$ cat src/rtl/fp_neuron_accum.sv
// Floating-point neuron accumulator: bias plus a stream of product terms, summed through
// an external registered fp_adder, with optional ReLU on the final value.
module fp_neuron_accum #(
    parameter int CNT_W   = 8,
    parameter int RELU_EN = 1
) (
    input  logic             clk_x70,
    input  logic             rst_n_x70,
    input  logic             start_x70,
    input  logic [31:0]      bias_x70,
    input  logic [CNT_W-1:0] num_terms_x70,
    input  logic [31:0]      term_x70,
    input  logic             term_valid_x70,
    output logic             term_ready_x70,
    output logic [31:0]      add_a_x70,
    output logic [31:0]      add_b_x70,
    input  logic [31:0]      add_sum_x70,
    output logic             busy_x70,
    output logic [31:0]      result_x70,
    output logic             result_valid_x70,
    input  logic             result_ready_x70
);

    typedef enum logic [2:0] {IDLE, ACCEPT, ADD, CAPTURE, OUT} state_t;

    state_t           state, state_nxt;
    logic [31:0]      acc, acc_nxt;
    logic [31:0]      add_a, add_a_nxt;
    logic [31:0]      add_b, add_b_nxt;
    logic [CNT_W-1:0] rem, rem_nxt;

    logic xfer, term_flush, acc_zero, cancel, last;

    assign xfer       = term_valid_x70 && (state == ACCEPT);
    assign term_flush = (term_x70[30:23] == 8'h00);
    assign acc_zero   = (acc[30:23] == 8'h00);
    assign cancel     = (term_x70[30:0] == acc[30:0]) && (term_x70[31] != acc[31]);
    assign last       = (rem == CNT_W'(1));

    always_ff @(posedge clk_x70) begin
        if (!rst_n_x70) begin
            state <= IDLE;
            acc   <= 32'h0;
            rem   <= '0;
            add_a <= 32'h0;
            add_b <= 32'h0;
        end else begin
            state <= state_nxt;
            acc   <= acc_nxt;
            rem   <= rem_nxt;
            add_a <= add_a_nxt;
            add_b <= add_b_nxt;
        end
    end

    // Terms that cannot change acc, or whose sum is trivially known, skip the adder.
    always_comb begin
        state_nxt = state;
        acc_nxt   = acc;
        rem_nxt   = rem;
        add_a_nxt = add_a;
        add_b_nxt = add_b;
        case (state)
            IDLE: begin
                if (start_x70) begin
                    acc_nxt   = bias_x70;
                    rem_nxt   = num_terms_x70;
                    state_nxt = (num_terms_x70 == '0) ? OUT : ACCEPT;
                end
            end
            ACCEPT: begin
                if (xfer) begin
                    if (term_flush || acc_zero || cancel) begin
                        if (term_flush)
                            acc_nxt = acc;
                        else if (acc_zero)
                            acc_nxt = term_x70;
                        else
                            acc_nxt = 32'h0;
                        rem_nxt   = rem - CNT_W'(1);
                        state_nxt = last ? OUT : ACCEPT;
                    end else begin
                        add_a_nxt = acc;
                        add_b_nxt = term_x70;
                        state_nxt = ADD;
                    end
                end
            end
            ADD: begin
                state_nxt = CAPTURE;
            end
            CAPTURE: begin
                acc_nxt   = add_sum_x70;
                rem_nxt   = rem - CNT_W'(1);
                state_nxt = last ? OUT : ACCEPT;
            end
            OUT: begin
                if (result_ready_x70)
                    state_nxt = IDLE;
            end
            default: begin
                state_nxt = IDLE;
            end
        endcase
    end

    assign add_a_x70        = add_a;
    assign add_b_x70        = add_b;
    assign term_ready_x70   = (state == ACCEPT);
    assign busy_x70         = (state != IDLE);
    assign result_valid_x70 = (state == OUT);
    assign result_x70       = (state != OUT)                ? 32'h0 :
                              ((RELU_EN != 0) && acc[31])   ? 32'h0 : acc;

endmodule

$ cat config.mk
export PLATFORM = sky130hd
export DESIGN_NAME = fp_neuron_accum
export DESIGN_NICKNAME = d
export VERILOG_FILES = /design/src/rtl/fp_neuron_accum.sv
export SDC_FILE = /design/constraint.sdc
export NUM_CORES = 1
export LEC_CHECK = 0
export ABC_AREA = 0
export BUFFER_PORTS_ARGS = -buffer_cell sky130_fd_sc_hd__buf_2
export CAP_MARGIN = 5
export CORE_MARGIN = 1.5
export CORE_UTILIZATION = 45
export CTS_CLUSTER_SIZE = 30
export DETAILED_ROUTE_END_ITERATION = 7
export HOLD_SLACK_MARGIN = 0.12
export PLACE_DENSITY_LB_ADDON = 0.05
export SLEW_MARGIN = 20
export SYNTH_ARGS = -nofsm -noshare
export SYNTH_HDL_FRONTEND = slang
export SYNTH_SLANG_ARGS = --single-unit
$ cat constraint.sdc
create_clock -name clk_x70 -period 1.9 [get_ports clk_x70]
set_input_delay 0.38 -clock clk_x70 [delete_from_list [all_inputs] [get_ports clk_x70]]
set_output_delay 0.38 -clock clk_x70 [all_outputs]
set_load 0.02 [all_outputs]
==> impl_metrics.ini <==
[run_status]
status = finished with violations
violations = setup timing

[sta]
layout_setup_ws_ns = -0.327
whs_ns = 0.293
finalCritPeriodShare = 1.17
clock.fmax_mhz = 449
relSlewSlack = 0.643
slew_viol_final = 0
rsz0062_at_grt = true
setup_viol = 138
finalHoldViolations = 0
fin_skew_ns = 0.00730
fin_crit_ns = 2.23
tightest_slew_ns = 0.530
fin_tns_setup_ns = -32.01

[drt]
drt_iter0_drc = 465
wl_per_cell_microns = 19.3
firstDrtPassIters = 5
vias = 6267
ant_nets = 0
routed_wl_microns = 21600
avgViaCountPerCell = 5.58
drc_errors = 0

[layout]
drive_gt1_frac = 0.476
synthToLayoutAreaGrowth_pct = 58.5
finalNonFillerCells = 1123
fin_nets = 1062
antenna_cells = 0
fill_cells = 957

[floorplan]
num_rows = 40
die_h_microns = 114
io_pins = 208
core-area_sq_um = 12100
die_w_microns = 114
die_area_sq_um = 13000
initial_core_util = 0.461

[synth]
avgSynthCellArea_sq_um = 8.27
synth_edf_count = 0
yosys_warnings = 0
synth_flop_cell = dfxtp_1
yosys-mux-area-fraction = 0.0647
synth_nets = 784
ys_seq_area_frac = 0.385
synth_top_family_by_area = simple AND/OR/NAND/NOR gates
synth_area_sq_um = 5570
yosys.area_share.adder = 0.00450
synthCells = 673
ys_types = 45
async_reset_ff_frac = 0
synth-compound-area-share = 0.158
synth_simple_gate_area_frac = 0.269
synth-seq-cells = 107
synth_xor_area_frac = 0.0504

[global_routing]
grt_pass1_vias = 6171
grt_max_degree = 95
grt_first_pass_wirelength_microns = 32000
gr-total-overflow = 0
antenna_found_initial = 0
grt_usage = 0.316

[cts]
root_buffer = clkbuf_16
hold_buffers = 0
cts_buffers = 9
cts_buffer_depth = 2
clk_pin_slew_ns = 0.07
clock_latency_ns = 0.35
cts_sinks = 107
h-tree-depth = 3
tritoncts = done

[placed_design]
pre_cts_ws_ns = -0.545
place_hpwl_microns = 13500
place_congestion = 0.907
dp_cells = 1071
portBuffers = 206

[worst_setup_path]
startpoint = acc[11]
critPathRequiredTime_ns = 2.18
critPathSlowestCell = dfxtp_4
crit_path_end_kind = register
crit_path_cell_trace = xor2_2, nor4_2, buf_4, nand4_1, buf_4, o21a_4, nor2_4, buf_12, buf_12, mux2i_4
crit_buf_inv = 4
r2r-start = acc[11]
criticalPathCategory = reg2reg
worstPathMaxFanout = 7
critPathLaunchType = register
arrival_ns = 2.51
max_stage_delay_ns = 0.36
critPathTopFamily = buffers and inverters

[run]
max-cap-violations = 0

[power_and_ir_drop]
p_per_area_nw_per_um2 = 1000
vdd_drop_max_mv = 0.686
leakage_nw = 4.17

[hold_path]
hold_path_class = in2reg
min-delay-start = term_x70[8]
## worst paths after layout
check,to,slack [ns],depth (start not counted)
worst min register to register,add_a_x70[24],0.46,2
worst max-delay path,acc[21],-0.33,10
worst min-delay path,add_b_x70[8],0.29,3
worst max register to register,acc[21],-0.33,10
## registers in the layout, indices dropped and copies added, names as in the netlist
signal and flops:
state 3, add_a_x70 32, rem 8, add_b_x70 32, acc 32
## timing repair
action / in CTS / in global routing
gates resized for setup: 189 / 74
cloned: 13 / 6
endpoints found under the setup margin: 138 / 139
hold endpoints to repair: 0 / 0
pin swaps: 46 / 23
buffers inserted: 20 / 5
## worst reg2reg max path, cell delays in order, from the launching register on
cell and delay (ns):
dfxtp_4 0.36, xor2_2 0.15, nor4_2 0.30, buf_4 0.16, nand4_1 0.15, buf_4 0.19, o21a_4 0.21, nor2_4 0.11
buf_12 0.15, buf_12 0.15, mux2i_4 0.23
## power by group
part	leakage, nW	switching (W)	internal, W
sequential	0.873	0.000277	0.00259
clock	0.142	0.000854	0.00105
combinational	3.16	0.00213	0.00193
## layout make-up
| cell class | count | area (sq um) | area share |
|---|---|---|---|
| multi-input cells | 500 | 3510 | 0.398 |
| inverters | 4 | 15.0 | 0.00170 |
| clock buffers | 11 | 243 | 0.0275 |
| well taps | 168 | 210 | 0.0238 |
| repair buffers | 329 | 2640 | 0.299 |
| clock inverters | 4 | 51.3 | 0.00582 |
| flip-flops and latches | 107 | 2150 | 0.244 |
## through the flow
step / utilization / total power (W) / cell area [sq um]
2_1_floorplan: - / 0.00483 / 5610
3_3_place_gp: 0.600 / 0.00588 / 7240
3_5_place_dp: 0.600 / 0.00595 / 7240
4_1_cts: 0.703 / 0.00847 / 8480
5_1_grt: 0.731 / 0.00921 / 8820
6_report: 0.731 / 0.00884 / 8820
## cells in the mapped netlist, types with 2 or more instances
cell type	n	area, sq um
inv_1	4	15.0
nor2_1	10	37.5
nand4_1	2	12.5
nor4_1	13	81.3
o211ai_1	3	22.5
buf_2	7	35.0
a22oi_1	2	15.0
o21ai_0	56	280
or3_1	2	12.5
a21oi_1	6	30.0
dfxtp_1	107	2140
o31ai_1	2	15.0
a211o_1	4	35.0
clkbuf_1	38	143
nand3_1	67	335
nor2_4	2	22.5
nand2_1	111	417
nor2b_1	3	18.8
nand2b_1	5	31.3
a221o_1	31	310
mux2i_1	36	360
buf_6	8	90.1
and2_1	34	213
xor2_1	31	272
o21ai_1	16	80.1
nor3_1	9	45.0
ha_1	2	25.0
buf_12	3	60.1
or4_1	3	22.5
clkbuf_2	5	25.0
and3_1	36	225
o2111ai_1	2	17.5
## layout by cell type (no fill, tap or decap), drive strengths merged
master and count:
nor2 13, nor2b 3, clkinvlp 1, xnor2 1, o22ai 1, o21ai 72, xor2 31, and3 36
buf 324, a211oi 2, o31ai 2, nand2b 5, a221o 31, o21a 2, and2 34, mux2i 36
nand3 67, dfxtp 107, or4 4, nand2 111, nor4 13, a311o 1, inv 4, nor3 9
clkbuf 16, a211o 4, a21oi 6, o2111ai 3, clkinv 2, nor3b 1, bufinv 1, or3 2
ha 2, o211ai 3, a22oi 2, nand4 2, conb 1
## kinds of logic after synthesis
kind of cell / count (synthesis)
XOR/XNOR: 32
flip-flops: 107
AO/OA/AOI/OAI: 129
other: 1
buffers and inverters: 66
AND/OR/NAND/NOR: 300
adder cells (fa/ha/maj): 2
multiplexers: 36
## per-layer routing
| layer | share of wire | track usage | vias up | routed length, microns |
|---|---|---|---|---|
| met5 | 0 | 0 | - | 0 |
| met4 | 0.029 | 0.128 | 0 | 624 |
| met3 | 0.070 | 0.0551 | 52 | 1510 |
| met2 | 0.50 | 0.546 | 307 | 10800 |
| met1 | 0.40 | 0.392 | 2969 | 8700 |
| li1 | - | - | 2939 | - |
Power figures use the tool's default switching activity.
